**src/rtl/io_bus_pkg.sv**
```systemverilog
// Shared definitions for the 6-bit peripheral I/O bus: op codes, master state encoding,
// bus widths and the read-modify-write helper.
package io_bus_pkg;

    localparam int unsigned IO_ADR_W  = 6;
    localparam int unsigned IO_DATA_W = 8;

    // Only the low half of the I/O space is bit-addressable.
    localparam logic [IO_ADR_W-1:0] RMW_MAX_ADR = 6'h1F;

    typedef enum logic [1:0] {
        OP_WRITE  = 2'b00,
        OP_READ   = 2'b01,
        OP_SETBIT = 2'b10,
        OP_CLRBIT = 2'b11
    } io_op_e;

    typedef enum logic [1:0] {
        StIdle = 2'b00,
        StRd   = 2'b01,
        StWr   = 2'b10,
        StRsp  = 2'b11
    } io_state_e;

    function automatic logic [IO_DATA_W-1:0] rmw_value(
        input io_op_e               op,
        input logic [IO_DATA_W-1:0] val,
        input logic [2:0]           idx
    );
        logic [IO_DATA_W-1:0] mask;
        mask = {{(IO_DATA_W-1){1'b0}}, 1'b1} << idx;
        return (op == OP_SETBIT) ? (val | mask) : (val & ~mask);
    endfunction

endpackage

```
**src/rtl/io_bus_master.sv**
```systemverilog
// Single-outstanding initiator for the peripheral I/O bus.
// Optional feature: define IO_RMW_EN to build SETBIT/CLRBIT read-modify-write support.
module io_bus_master
    import io_bus_pkg::*;
#(
    parameter int unsigned RD_WAIT = 0
) (
    input  logic                 cp2,
    input  logic                 ireset,
    input  logic                 cmd_valid,
    output logic                 cmd_ready,
    input  logic [1:0]           cmd_op,
    input  logic [IO_ADR_W-1:0]  cmd_adr,
    input  logic [IO_DATA_W-1:0] cmd_data,
    output logic                 rsp_valid,
    input  logic                 rsp_ready,
    output logic [IO_DATA_W-1:0] rsp_data,
    output logic                 rsp_err,
    output logic [IO_ADR_W-1:0]  io_adr,
    output logic                 io_re,
    output logic                 io_we,
    output logic [IO_DATA_W-1:0] io_wdata,
    input  logic [IO_DATA_W-1:0] io_rdata,
    input  logic                 io_rd_en
);

    localparam logic [2:0] RD_WAIT_CNT = 3'(RD_WAIT);

    io_state_e            state_q, state_d;
    logic [2:0]           cnt_q, cnt_d;
    logic [IO_DATA_W-1:0] rsp_data_q, rsp_data_d;
    logic                 rsp_err_q, rsp_err_d;
    logic                 rsp_valid_q;
    logic [IO_ADR_W-1:0]  io_adr_q, io_adr_d;
    logic [IO_DATA_W-1:0] io_wdata_q, io_wdata_d;
    logic                 io_re_q, io_we_q;

`ifdef IO_RMW_EN
    io_op_e               op_q, op_d;
    logic [2:0]           idx_q, idx_d;
    logic [IO_DATA_W-1:0] rmw_wdata;
`endif

    assign cmd_ready = (state_q == StIdle);
    assign rsp_valid = rsp_valid_q;
    assign rsp_data  = rsp_data_q;
    assign rsp_err   = rsp_err_q;
    assign io_adr    = io_adr_q;
    assign io_re     = io_re_q;
    assign io_we     = io_we_q;
    assign io_wdata  = io_wdata_q;

    always_comb begin
        state_d    = state_q;
        cnt_d      = cnt_q;
        rsp_data_d = rsp_data_q;
        rsp_err_d  = rsp_err_q;
        io_adr_d   = io_adr_q;
        io_wdata_d = io_wdata_q;
`ifdef IO_RMW_EN
        op_d      = op_q;
        idx_d     = idx_q;
        rmw_wdata = rmw_value(op_q, io_rdata, idx_q);
`endif

        unique case (state_q)
            StIdle: begin
                if (cmd_valid) begin
                    rsp_data_d = '0;
                    rsp_err_d  = 1'b0;
`ifdef IO_RMW_EN
                    op_d  = io_op_e'(cmd_op);
                    idx_d = cmd_data[2:0];
`endif
                    case (io_op_e'(cmd_op))
                        OP_WRITE: begin
                            state_d    = StWr;
                            io_adr_d   = cmd_adr;
                            io_wdata_d = cmd_data;
                        end
                        OP_READ: begin
                            state_d  = StRd;
                            io_adr_d = cmd_adr;
                            cnt_d    = RD_WAIT_CNT;
                        end
                        default: begin
`ifdef IO_RMW_EN
                            if (cmd_adr <= RMW_MAX_ADR) begin
                                state_d  = StRd;
                                io_adr_d = cmd_adr;
                                cnt_d    = RD_WAIT_CNT;
                            end else begin
                                state_d   = StRsp;
                                rsp_err_d = 1'b1;
                            end
`else
                            state_d   = StRsp;
                            rsp_err_d = 1'b1;
`endif
                        end
                    endcase
                end
            end

            StRd: begin
                if (cnt_q != 3'd0) begin
                    cnt_d = cnt_q - 3'd1;
                end else begin
                    // Last read cycle: data is taken at the edge that closes it.
                    state_d    = StRsp;
                    rsp_data_d = io_rd_en ? io_rdata : '0;
                    rsp_err_d  = ~io_rd_en;
`ifdef IO_RMW_EN
                    if (op_q != OP_READ && io_rd_en) begin
                        state_d    = StWr;
                        io_wdata_d = rmw_wdata;
                        rsp_data_d = rmw_wdata;
                    end
`endif
                end
            end

            StWr: begin
                state_d = StRsp;
            end

            StRsp: begin
                if (rsp_ready) begin
                    state_d = StIdle;
                end
            end

            default: begin
                state_d = StIdle;
            end
        endcase
    end

    // Strobes and rsp_valid are registered copies of the next-state decode.
    always_ff @(posedge cp2 or negedge ireset) begin
        if (!ireset) begin
            state_q     <= StIdle;
            cnt_q       <= '0;
            rsp_data_q  <= '0;
            rsp_err_q   <= 1'b0;
            rsp_valid_q <= 1'b0;
            io_adr_q    <= '0;
            io_wdata_q  <= '0;
            io_re_q     <= 1'b0;
            io_we_q     <= 1'b0;
`ifdef IO_RMW_EN
            op_q        <= OP_WRITE;
            idx_q       <= '0;
`endif
        end else begin
            state_q     <= state_d;
            cnt_q       <= cnt_d;
            rsp_data_q  <= rsp_data_d;
            rsp_err_q   <= rsp_err_d;
            rsp_valid_q <= (state_d == StRsp);
            io_adr_q    <= io_adr_d;
            io_wdata_q  <= io_wdata_d;
            io_re_q     <= (state_d == StRd);
            io_we_q     <= (state_d == StWr);
`ifdef IO_RMW_EN
            op_q        <= op_d;
            idx_q       <= idx_d;
`endif
        end
    end

endmodule

```
**config.mk**
```make
export PLATFORM = sky130hd
export DESIGN_NAME = io_bus_master
export DESIGN_NICKNAME = d
export VERILOG_FILES = /design/src/rtl/io_bus_pkg.sv /design/src/rtl/io_bus_master.sv
export SDC_FILE = /design/constraint.sdc
export NUM_CORES = 1
export LEC_CHECK = 0
export ABC_AREA = 1
export ABC_CLOCK_PERIOD_IN_PS = 3300
export BUFFER_PORTS_ARGS = -buffer_cell sky130_fd_sc_hd__buf_2
export CORE_ASPECT_RATIO = 1.75
export CORE_UTILIZATION = 50
export DETAILED_ROUTE_END_ITERATION = 8
export PLACE_DENSITY = 0.89
export SLEW_MARGIN = 30
export SYNTH_ARGS = -nofsm -noshare
export SYNTH_HDL_FRONTEND = slang
export SYNTH_SLANG_ARGS = --single-unit
```
**constraint.sdc**
```tcl
create_clock -name cp2 -period 3.3 [get_ports cp2]
set_input_delay 0.825 -clock cp2 [delete_from_list [all_inputs] [get_ports cp2]]
set_output_delay 0.825 -clock cp2 [all_outputs]
set_load 0.02 [all_outputs]
```
== Word level (Yosys, flattened, before mapping) ==
Index checks and enable logic that the tools add are counted.
Storage, ports and cells
  flip-flop bits (word level): 31
  input bits: 29
  output and inout port bits: 27
  logic and storage cells: 48
Operators by class
  add/subtract/negate cells: 1
  equality and inequality tests: 11
  mux-type cells: 17
  bitwise operators: 1
  reductions and logical operators: 9
Operators with widths (number)
  2-to-1 mux 8 bit: 3
  case mux 8 bit (2 select lines): 1
  2-to-1 mux 3 bit: 3
  AND reduction 3 bit: 3
  == test 2 bit (second input constant): 4
  case mux 2 bit (4 select lines): 1
  == test 2 x 1 -> 1 bit (second input constant): 3
  2-to-1 mux 2 bit: 3
  != test 2 bit (second input constant): 3
  case mux 3 bit (2 select lines): 1
  zero test 2 bit: 2
  case mux 2 bit (2 select lines): 1
  AND reduction 4 bit: 1
  2-to-1 mux 1 bit: 3
  nonzero test 3 bit: 1
  subtractor 3 x 1 -> 3 bit (second input constant): 1
  != test 2 x 1 -> 1 bit (second input constant): 1
  case mux 1 bit (2 select lines): 1
  nonzero test 2 bit: 1
  OR reduction 2 bit: 1
  inverter 1 bit: 1

== Logic depth before layout (Yosys ltp) ==
  word-level depth: 5
  mapped depth: 9
  gate-level depth less buffers: 9

== Worst setup path after synthesis ==
Ideal clock, no wire load.
  path kind: input-to-reg
  start: input cmd_op[1]
  end: register io_wdata_q[0], in the netlist io_wdata[0]
  library setup time: 117 ps
  arrival time: 1465 ps
  data required time: 3183 ps
  slack: 1718 ps
  cell stages on the path: 7
  path buffers: 1
  cell sequence: buf_2 inv_1 nand2_2 nor2_8 inv_4 nand2_1 nand2_1
Between the ends
  cells in the longest elaborated chain, start to end: 2
Ends and longest elaborated chain
  from (decl): RTL line io_bus_master.sv:12  | input logic [1:0] cmd_op,
  zero test 2 bit: RTL line io_bus_master.sv:75  | case (io_op_e'(cmd_op))
  AND reduction 3 bit (no line)
  to (signal assigned): RTL line io_bus_master.sv:162  | io_wdata_q <= io_wdata_d;
  to (decl): RTL line io_bus_master.sv:35  | logic [IO_DATA_W-1:0] io_wdata_q, io_wdata_d;
Every way passes these cells.
A chain may end at the register's enable or synchronous reset.

== Final worst setup path ==
  start: register state_q[0]
  end: output cmd_ready
Between the ends
  cells in the longest elaborated chain, start to end: 1
Ends and longest elaborated chain
  from (decl): RTL line io_bus_master.sv:29  | io_state_e state_q, state_d;
  from (signal assigned): RTL line io_bus_master.sv:142  | state_q <= StIdle;
  from (signal assigned): RTL line io_bus_master.sv:156  | state_q <= state_d;
  zero test 2 bit: RTL line io_bus_master.sv:44  | assign cmd_ready = (state_q == StIdle);
  to (decl): RTL line io_bus_master.sv:11  | output logic cmd_ready,
Every way passes these cells.

==> reports/results.txt <==
outcome = complete, no violations
vias in the first global route = 1,049
clk_skew = 3.26 ps
CTS buffer count = 5
cts hold-fix bufs = 0
met2 usage = 34.2%
input/output buffers = 55
WP buf/inv = 1
final wirelength = 2680 microns
GPL Wtd Cong = 0.848
area grow syn2layout = 28.5%
Post-route DRC = 0
Fin Setup TNS = 0 ps
cts repair resizes = 0
total global-route track usage = 20.7%
Root Driver = clkbuf_8
met3 GRT Util = 8.15%
Setup CP Type = reg2out
worst rel slew slack = 55.0%
final non-filler cell total = 241
Max Root-Sink Buffers = 2
Via density = 4.88
Antenna Cells = 0
sequential fraction of the synthesis area = 57.6%
final hold vios = 0
Post-Syn Nets = 184
Final Slew Violations = 0
Place WS = 1630 ps
Sequential Power Share = 38.5%
largest net degree at the start of global routing = 32
Final HPWL DP = 2100 microns
I/O Pins = 56
gr busiest metal = met2
WL/cell = 11.1 microns
required time of the critical path = 2470 ps
routed via count = 1,177
# rows = 24
slowest CP cell = dfrtp_1
CTS tree = built
Ys Warns = 0
unrepaired setup endpoints after global routing = no
placed cell count = 233
top cells by area, synth = dfrtp_1, nand2_1, nand3_1
Initial Util = 53.4%
P_sw = 763 uW
Yosys reg bits = 31
Hold Path Class = reg2reg
final worst slack = 1370 ps
Netlist cell types = 17
critical path's top delay family = flip-flops
pwr/cell area = 1000 nW/um^2
CP Capture Type = output pin
Die H = 70.6 microns
cell accounting for the most synthesized area = dfrtp_1
Core ar. = 2520 sq um
Antenna Violating Nets Remaining = 0
Clk pwr share = 15.6%
initial antenna violation count = 0
Crit Path Max Fanout = 5
area share of the largest cell type after synthesis = 57.6%
share of layout cells above drive strength 1 = 33.5%
fin nets = 245
FMAX = 519 MHz
Max-Cap Viols = 0
post-route cell area = 1730 sq um
Post-Place Cell Area = 1650 sq um
Num Clock Sinks = 31
Die Area = 2910 sq um
P_int = 974 uW
width of the die = 41.2 microns
H-tree depth = 2
CP Cell Sequence = nor2_4 -> buf_2
met1 Use GR = 20.9%
Tightest Pin Transition = 675 ps
startpoint class of the critical path = register
Synth Area per Inst = 8.80 sq um
clk_lat worst skew = 280 ps
endpoints failing setup = 0
clock slew at reported path FFs = 60 ps
post-route clock period utilization = 58.3%
Fill cells = 206
first-pass GRT wire length = 4080 microns
Worst EP arrival = 1100 ps
gr ovfl total = 0
crit path time final = 1930 ps
post-CTS repair timing setup buffer count = 0
Comb power frac = 46.0%
post-synthesis cell count = 153
commonest non-fill, non-tap cell in the layout = nand2_1
drt first pass iters = 4
maximum vdd drop = 0.000528 V
Iteration-0 DRC Markers = 20
Leak Pwr = 1.06 nW
most frequent cells in the layout = nand2_1, buf_2, dfrtp_1, inv_1, nand3_1
post-synthesis cell area = 1350 sq um
CP peak stage delay = 440 ps
Switching Fraction = 44.0%
[worst paths after layout]
| check | from | end | slack, ps | depth (start not counted) |
|---|---|---|---|---|
| max | state_q[0]$_DFF_PN0_ | cmd_ready | 1370 | 2 |
| min | io_wdata[1]$_DFFE_PN0P_ | io_wdata[1]$_DFFE_PN0P_ | 460 | 2 |
| max reg2reg | cnt_q[0]$_DFFE_PN0P_ | rsp_data[4]$_DFFE_PN0P_ | 1960 | 9 |
| min reg2reg | io_wdata[1]$_DFFE_PN0P_ | io_wdata[1]$_DFFE_PN0P_ | 460 | 2 |
| max in group asynchronous | ireset | io_re$_DFF_PN0_ | 2280 | 1 |
| min in group asynchronous | ireset | rsp_valid$_DFF_PN0_ | 580 | 1 |
[flip-flops by register name, indices dropped and copies added, names as in the netlist]
register and cells:
cnt_q 3, io_adr 6, io_re 1, io_wdata 8, io_we 1, rsp_data 8
rsp_err 1, rsp_valid 1, state_q 2
[through the flow]
step / hold WS (ps) / power [mW] / utilization [%]
2_1_floorplan: 442 / 1.21 / -
3_3_place_gp: 449 / 1.46 / 65.4
3_5_place_dp: 453 / 1.48 / 65.4
4_1_cts: 468 / 1.76 / 68.6
5_1_grt: 487 / 1.89 / 68.6
6_report: 461 / 1.74 / 68.6
[area by class of cell]
cell class / count / area, sq um / share of cell area (%)
flip-flops and latches: 31 / 776 / 44.8
repair buffers: 55 / 275 / 15.9
well taps: 26 / 32.5 / 1.88
inverters: 14 / 57.6 / 3.33
clock inverters: 1 / 5.00 / 0.289
multi-input cells: 107 / 508 / 29.4
clock buffers: 7 / 76.3 / 4.41
[worst register-to-register path, delay by kind of cell, from the launching register on]
family / cells / cell delay, ps
buffers and inverters: 3 / 200
adders and majority gates: 1 / 150
DFF: 1 / 370
and+or+nand+nor: 5 / 500
[logic make-up (layout without fill, tap and decap cells)]
kind of cell	after synthesis	in the layout	synth area share, %
adder cells (fa/ha/maj)	2	2	1.86
AND/OR/NAND/NOR	97	97	32.4
flip-flops	31	31	57.6
AO/OA/AOI/OAI	7	7	2.79
XOR/XNOR	1	1	0.651
buffers and inverters	15	77	4.65
[per-layer routing]
| layer | wire (microns) | share of wire (%) | vias up |
|---|---|---|---|
| met1 | 960 | 36 | 540 |
| met4 | 58 | 2.2 | 0 |
| met2 | 1460 | 54 | 39 |
| met3 | 208 | 7.8 | 6 |
| li1 | - | - | 592 |
| met5 | 0 | 0 | - |
[synth_stat cells (all sizes together)]
cell	number
inv	14
o21a	1
dfrtp	31
nand4	1
nand3	11
buf	1
nand2	76
xor2	1
ha	2
nor2	9
o21ai	6
[power groups by stage]
stage | clock network [mW] | logic (mW) | registers, mW
after global routing | 0.300 | 0.896 | 0.694
after floorplan | 0 | 0.357 | 0.856
after CTS | 0.280 | 0.811 | 0.667
final | 0.271 | 0.798 | 0.668
after detailed placement | 0 | 0.808 | 0.673
after global placement | 0 | 0.790 | 0.668
(Power assumes the default switching activity.)
